<file path="src/rtl/fmul_pkg.sv">
// Shared constants and types for the FloatMul mantissa datapaths.
// Defaults target half precision (11-bit mantissa with hidden bit).
package fmul_pkg;
  localparam int MW_DEF = 11;
  localparam int QW_DEF = MW_DEF + 2;
  localparam int CNT_W  = $clog2(QW_DEF);

  typedef enum logic [1:0] {
    IDLE = 2'd0,
    CALC = 2'd1,
    DONE = 2'd2
  } div_state_e;
endpackage

</file>
<file path="src/rtl/div_sub_stage.sv">
// One restoring-division step: compare, conditionally subtract, shift left.
// Kept combinational and standalone so an unrolled divider can chain copies.
module div_sub_stage #(
  parameter int MW = 11
) (
  input  logic [MW+1:0] i_rem,
  input  logic [MW:0]   i_div,
  output logic          o_ge,
  output logic [MW+1:0] o_next_rem
);
  logic [MW+1:0] w_div_ext;
  logic [MW+1:0] w_diff;

  assign w_div_ext  = {1'b0, i_div};
  assign o_ge       = (i_rem >= w_div_ext);
  assign w_diff     = i_rem - w_div_ext;
  // rem < 2*div keeps bit MW+1 clear before the shift, so nothing is lost
  assign o_next_rem = (o_ge ? w_diff : i_rem) << 1;
endmodule

</file>
<file path="src/rtl/mant_div_seq.sv">
// Iterative restoring mantissa divider, one quotient bit per clock,
// producing q = floor(a*2^(QW-1)/b) plus sticky for the shared rounder.
module mant_div_seq
  import fmul_pkg::*;
#(
  parameter int MW = MW_DEF,
  parameter int QW = MW + 2
) (
  input  logic          clk,
  input  logic          rst,
  input  logic          in_valid,
  output logic          in_ready,
  input  logic [MW-1:0] a_mant,
  input  logic [MW-1:0] b_mant,
  output logic          out_valid,
  input  logic          out_ready,
  output logic [QW-1:0] q,
  output logic          sticky,
  output logic          norm,
  output logic          dz
);
  localparam int CW = $clog2(QW);

  div_state_e    r_state;
  logic [MW+1:0] r_rem;
  logic [MW:0]   r_div;
  logic [CW-1:0] r_cnt;
  logic [QW-1:0] r_q;
  logic          r_sticky;
  logic          r_norm;
  logic          r_dz;
  logic          r_in_ready;
  logic          r_out_valid;

  logic          w_ge;
  logic [MW+1:0] w_next_rem;

  div_sub_stage #(.MW(MW)) u_step (
    .i_rem      (r_rem),
    .i_div      (r_div),
    .o_ge       (w_ge),
    .o_next_rem (w_next_rem)
  );

  always_ff @(posedge clk or posedge rst) begin
    if (rst) begin
      r_state     <= IDLE;
      r_rem       <= '0;
      r_div       <= '0;
      r_cnt       <= '0;
      r_q         <= '0;
      r_sticky    <= 1'b0;
      r_norm      <= 1'b0;
      r_dz        <= 1'b0;
      r_in_ready  <= 1'b1;
      r_out_valid <= 1'b0;
    end else begin
      case (r_state)
        IDLE: begin
          if (in_valid) begin
            r_in_ready <= 1'b0;
            if (b_mant == '0) begin
              // Saturated quotient; norm tracks q's top bit
              r_q         <= '1;
              r_sticky    <= 1'b1;
              r_norm      <= 1'b1;
              r_dz        <= 1'b1;
              r_out_valid <= 1'b1;
              r_state     <= DONE;
            end else begin
              r_rem    <= {2'b00, a_mant};
              r_div    <= {1'b0, b_mant};
              r_q      <= '0;
              r_sticky <= 1'b0;
              r_norm   <= 1'b0;
              r_dz     <= 1'b0;
              r_cnt    <= CW'(QW - 1);
              r_state  <= CALC;
            end
          end
        end
        CALC: begin
          r_q[r_cnt] <= w_ge;
          r_rem      <= w_next_rem;
          if (r_cnt == CW'(QW - 1)) r_norm <= w_ge;
          if (r_cnt == '0) begin
            r_sticky    <= |w_next_rem;
            r_out_valid <= 1'b1;
            r_state     <= DONE;
          end else begin
            r_cnt <= r_cnt - 1'b1;
          end
        end
        DONE: begin
          if (out_ready) begin
            r_out_valid <= 1'b0;
            r_in_ready  <= 1'b1;
            r_state     <= IDLE;
          end
        end
        default: begin
          r_in_ready  <= 1'b1;
          r_out_valid <= 1'b0;
          r_state     <= IDLE;
        end
      endcase
    end
  end

  assign in_ready  = r_in_ready;
  assign out_valid = r_out_valid;
  assign q         = r_q;
  assign sticky    = r_sticky;
  assign norm      = r_norm;
  assign dz        = r_dz;
endmodule

</file>
<file path="config.mk">
export PLATFORM = sky130hd
export DESIGN_NAME = mant_div_seq
export DESIGN_NICKNAME = d
export VERILOG_FILES = /design/src/rtl/fmul_pkg.sv /design/src/rtl/div_sub_stage.sv /design/src/rtl/mant_div_seq.sv
export SDC_FILE = /design/constraint.sdc
export NUM_CORES = 1
export LEC_CHECK = 0
export ABC_CLOCK_PERIOD_IN_PS = 3060
export BUFFER_PORTS_ARGS = -buffer_cell sky130_fd_sc_hd__buf_2
export CORE_UTILIZATION = 35
export CTS_CLUSTER_DIAMETER = 80
export CTS_CLUSTER_SIZE = 14
export DETAILED_ROUTE_END_ITERATION = 8
export GPL_TIMING_DRIVEN = 0
export PLACE_DENSITY = 0.56
export SETUP_SLACK_MARGIN = 0.3
export SKIP_CTS_REPAIR_TIMING = 1
export SKIP_LAST_GASP = 1
export SYNTH_ARGS = -nofsm -noshare
export SYNTH_HDL_FRONTEND = slang
export SYNTH_SLANG_ARGS = --single-unit
</file>
<file path="constraint.sdc">
create_clock -name clk -period 3.06 [get_ports clk]
set_clock_uncertainty 0.2 [all_clocks]
set_input_delay 0.918 -clock clk [delete_from_list [all_inputs] [get_ports clk]]
set_output_delay 0.918 -clock clk [all_outputs]
set_load 0.1 [all_outputs]
</file>
## After elaboration in Yosys (flattened, before gate mapping)

Index checks and enable logic that the tools add are counted.

| storage, ports and cells | value |
|---|---|
| register bits | 48 |
| output and inout port bits | 18 |
| word-level logic and storage cells | 76 |

| operators by class | value |
|---|---|
| reductions and logical operators | 16 |
| eq/ne operators | 10 |
| $lt $le $gt $ge | 3 |
| multiplexer cells | 33 |
| bitwise logic cells | 2 |
| $add $sub $neg | 2 |

Operator list:

| kind | count |
|---|---|
| two-way mux 13 bit | 4 |
| one-hot mux 13 bit (2 select lines) | 2 |
| AND reduction 3 bit | 6 |
| != test 2 bit (second input constant) | 7 |
| bitwise mux 13 bit | 1 |
| >= comparator 13 x 11 -> 1 bit | 1 |
| two-way mux 12 bit | 1 |
| two-way mux 4 bit | 3 |
| OR reduction 12 bit | 1 |
| subtractor 12 x 11 -> 12 bit | 1 |
| logical NOT 11 bit | 1 |
| two-way mux 1 bit | 11 |
| two-way mux 2 bit | 4 |
| one-hot mux 4 bit (2 select lines) | 1 |
| AND reduction 4 bit | 2 |
| one-hot mux 1 bit (3 select lines) | 2 |
| one-hot mux 2 bit (3 select lines) | 1 |
| < comparator 4 x 5 -> 1 bit (second input constant) | 1 |
| demux 1 bit (select 4 bit) | 1 |
| == test 4 bit (second input constant) | 1 |
| >= comparator 4 x 1 -> 1 bit (second input constant) | 1 |
| logical NOT 4 bit | 1 |
| one-hot mux 1 bit (2 select lines) | 2 |
| AND reduction 2 bit | 2 |
| 7 further kinds | 8 |

## Depth between registers and ports, before layout

| depth | value |
|---|---|
| depth in word-level cells | 6 |
| gate-level depth with buffers | 11 |
| depth with buffers taken out | 10 |

## By module

A second synthesis with hierarchy kept.

| second synthesis, totals | value |
|---|---|
| cell total of the unflattened synthesis | 346 |
| area total of the unflattened synthesis | 3265.6 um^2 |

Modules (own cells, without submodules):

| module | area each (um^2) | cells each | times used | seq. area each (um^2) |
|---|---|---|---|---|
| mant_div_seq | 2397.3 | 236 | 1 | 1202.4 |
| div_sub_stage | 868.3 | 110 | 1 | 0.0 |

## Worst setup path before layout

No wires, ideal clock.

| timing | value |
|---|---|
| path type | register -> register |
| from | register r_rem[0] |
| to | register r_sticky, in the netlist sticky |
| stages on the path, launching flop included | 11 |
| slack | 0.406 ns |
| clock period less this slack | 2.654 ns |
| setup time | 0.147 ns |
| data required time | 2.713 ns |
| path buffers | 0 |
| data arrival time | 2.307 ns |
| cells stage by stage | dfrtp_1 > inv_1 > ha_1 > fa_1 > nand2b_1 > nand2b_1 > a211oi_1 > xnor2_1 > or4_4 > o31ai_2 > a41oi_1 |

| on the way | value |
|---|---|
| longest elaborated chain between the ends | 5 |
| elaborated cells on any way between the ends | 6 |

RTL lines:

| item | RTL line | source |
|---|---|---|
| start, declared | mant_div_seq.sv:25 | `logic [MW+1:0] r_rem;` |
| start signal, assigned | mant_div_seq.sv:71 | `r_rem <= {2'b00, a_mant};` |
| start signal, assigned | mant_div_seq.sv:84 | `r_rem <= w_next_rem;` |
| subtractor 12 x 11 -> 12 bit or >= comparator 13 x 11 -> 1 bit (tied branches) | div_sub_stage.sv:16, div_sub_stage.sv:15 |  |
| two-way mux 12 bit (*) | div_sub_stage.sv:18 | `assign o_next_rem = (o_ge ? w_diff : i_rem) << 1;` |
| OR reduction 12 bit (*) | mant_div_seq.sv:87 | `r_sticky <= \|w_next_rem;` |
| two-way mux 1 bit (*) | mant_div_seq.sv:86 | `if (r_cnt == '0) begin` |
| one-hot mux 1 bit (2 select lines) (*) | mant_div_seq.sv:58 | `case (r_state)` |
| end signal, assigned | mant_div_seq.sv:87 |  |
| end, declared | mant_div_seq.sv:29 | `logic r_sticky;` |

Mark *: on every way between the ends. The rest lies on a longest branch, timed or not. The select of a mux whose other input is x is not followed.
A chain may end at the register's enable or synchronous reset.

## Worst setup path after layout

| timing | value |
|---|---|
| from | register r_div[0] |
| to | register r_sticky, in the netlist sticky |

| on the way | value |
|---|---|
| longest elaborated chain between the ends | 5 |
| elaborated cells on any way between the ends | 6 |

RTL lines:

| item | RTL line | source |
|---|---|---|
| start, declared | mant_div_seq.sv:26 | `logic [MW:0] r_div;` |
| start signal, assigned | mant_div_seq.sv:72 | `r_div <= {1'b0, b_mant};` |
| subtractor 12 x 11 -> 12 bit or >= comparator 13 x 11 -> 1 bit (tied branches) | div_sub_stage.sv:16, div_sub_stage.sv:15 |  |
| two-way mux 12 bit (*) | div_sub_stage.sv:18 |  |
| OR reduction 12 bit (*) | mant_div_seq.sv:87 |  |
| two-way mux 1 bit (*) | mant_div_seq.sv:86 |  |
| one-hot mux 1 bit (2 select lines) (*) | mant_div_seq.sv:58 |  |

Marks and branches as above.

==> results.toml <==
[cells_and_area]
area_delta_synth_final_pct = 22.4
seq_area_um2 = 1200
layout.cells.non_filler = 521
antennaDiodeCount = 0
n_fill_cell = 847
drive_above_1_share = 0.281
fin_nets = 457
multi_input_area_um2 = 1890

[timing]
hold_ws_ns = 0.306
slew_viol_final = 0
rsz0062_at_grt = "yes"
period_needed_ns = 2.82
clock.fmax_ghz = 0.355
worstMarginPinSlew_ns = 0.589
hold_viol = 0
max_slew_margin = 0.608
final.period_utilization = 0.920
finalSetupViolCount = 0

[synth]
yosysTopAreaCell = "dfrtp_1"
yosysMostFrequentCell = "dfrtp_1"
synth-simple-area-share = 0.185
ys_top_cells_by_area = "dfrtp_1, ha_1, o21ai_0"
synth_compound_area_frac = 0.213
synth_top_family_by_area = "compound AO/OA/AOI/OAI gates"
synth.distinct_cells = 54
ys_top_cells_by_count = "dfrtp_1, o21ai_0, nor2_1"
synth_xor_area_frac = 0.0198
netlist_instances = 356
synthAdderAreaFrac = 0.0672
synthMuxAreaShare = 0.0745
yosysSeqAreaShare = 0.389
syn_area_um2 = 3090
synth_ff_type = "dfrtp_1"
yosysTopAreaCellShare = 0.381
synth_edf_count = 0
ys_ff_latch = 48
synth.avg_cell_area_um2 = 8.68
syn_nets = 398
yosysWarnings = 0
async_flop_share = 1.00

[run]
maxCapViolCount = 0

[detailed_routing]
wl_um = 8380
first_pass_iters = 5
post_drt_via_cell_ratio = 5.37
drc = 0
drtAntennaViolNets = 0
vias = 2797
post_drt_wl_per_cell_um = 16.1
drt_iter0_drc = 134

[grt]
use_met3 = 0.0308
grt_usage = 0.191
first_global_vias = 2642
grt_pass1_wl_um = 13300
globalRouteOverflowTotal = 0
antenna_found_initial = 0
grt_util_met2 = 0.285
grt.busiest_layer = "met1"
grtUsageMet1 = 0.287
grt_max_degree = 34

[critical_path]
crit_path_start = "r_div[0]$_DFFE_PP0P_"
cp.arrival_ns = 2.78
timing.rr.end = "sticky$_DFFE_PP0P_"
cp-start-kind = "flip-flop"
regToRegSetupSlack_ns = 0.24
r2r_cells = 9
worstSetupEndpointType = "flip-flop"
reg2reg_from = "r_div[0]$_DFFE_PP0P_"
crit_required_ns = 3.03
path_max_fanout = 4
crit_type = "reg2reg"

[floorplan]
core_area_um2 = 8380
initial_core_util = 0.369
fp.dieW_um = 96.0
ioPinCount = 44
rows = 33
die_h_um = 96.0
die-area_um2 = 9210

[placed_design]
io_buffers = 43
globalplace.congestion = 0.839
placed_cells = 505
place_hpwl_um = 6350

[clocking]
path_clk_slew_ns = 0.09
clock_sinks = 48
cts_tree = "built"
cts_buffers = 5
clk_latency_ns = 0.30
clockBufferDepth = 2
cts_root_buf = "clkbuf_8"
cts_htree_levels = 2

[worst_hold_path]
hold_start = "q[1]$_DFFE_PP0P_"
min_to = "q[1]$_DFFE_PP0P_"
hold_class = "reg2reg"
hold_path_depth = 1

[run_status]
status = "finished, final reports clean"
flip-flops by register name (all words and copies together), names as in the netlist:
register / cells
out_valid: 1
in_ready: 1
r_state: 2
r_div: 11
dz: 1
sticky: 1
r_cnt: 4
q: 13
norm: 1
r_rem: 13
stage by stage:
stage                      util  setup TNS (ns)  area (µm²)  worst slack [ns]
after floorplan               -               0        3090             0.406
after global placement    0.410           -3.82        3440            -0.180
after detailed placement  0.412           -3.19        3460            -0.162
after CTS                 0.423          -0.371        3550           -0.0462
after global routing      0.451               0        3780             0.167
final                     0.451               0        3780             0.244
routing by layer:
layer  up-vias  wire length [µm]
li1       1379                 -
met1      1347              4260
met2        63              3720
met3         8               286
met4         0               111
met5         -                 0
logic make-up after synthesis:
group	Yosys count
AO/OA/AOI/OAI	109
flip-flops	48
multiplexers	21
AND/OR/NAND/NOR	117
XOR/XNOR	7
buffers and inverters	38
adder cells (fa/ha/maj)	16
how the worst max path moves through the flow:
| stage | cells after the start | to |
|---|---|---|
| after floorplan | 10 | sticky$_DFFE_PP0P_ |
| after global routing | 10 | sticky$_DFFE_PP0P_ |
| final | 9 | sticky$_DFFE_PP0P_ |
| after global placement | 7 | q[1]$_DFFE_PP0P_ |
| after detailed placement | 7 | q[3]$_DFFE_PP0P_ |
| after CTS | 10 | q[4]$_DFFE_PP0P_ |
worst max-delay path: stages, from the launching register on:
cell,delay (ns)
dfrtp_1,0.43
ha_4,0.18
fa_2,0.39
nand2b_4,0.19
nand2b_4,0.10
a211oi_2,0.08
xnor2_1,0.14
or4_4,0.56
o31ai_4,0.28
a41oi_2,0.14
cell usage in the layout, fill, tap and decap left out, types with 11 or more instances in the layout:
master,count
ha_1,13
clkbuf_1,11
o21ai_0,34
nor2_1,34
nand2_1,32
buf_2,46
a21oi_1,29
mux2_2,16
inv_1,17
dfrtp_1,47
layout make-up:
cell class / count / share of cell area
timing repair buffer: 52 / 0.0790
buffer: 19 / 0.0258
sequential: 48 / 0.318
tap: 105 / 0.0347
inverter: 19 / 0.0188
multi-input combinational: 270 / 0.500
clock buffer: 8 / 0.0238
Power is not shown: default switching activity piles up to over one toggle a cycle in this logic, so the estimate is an artifact.
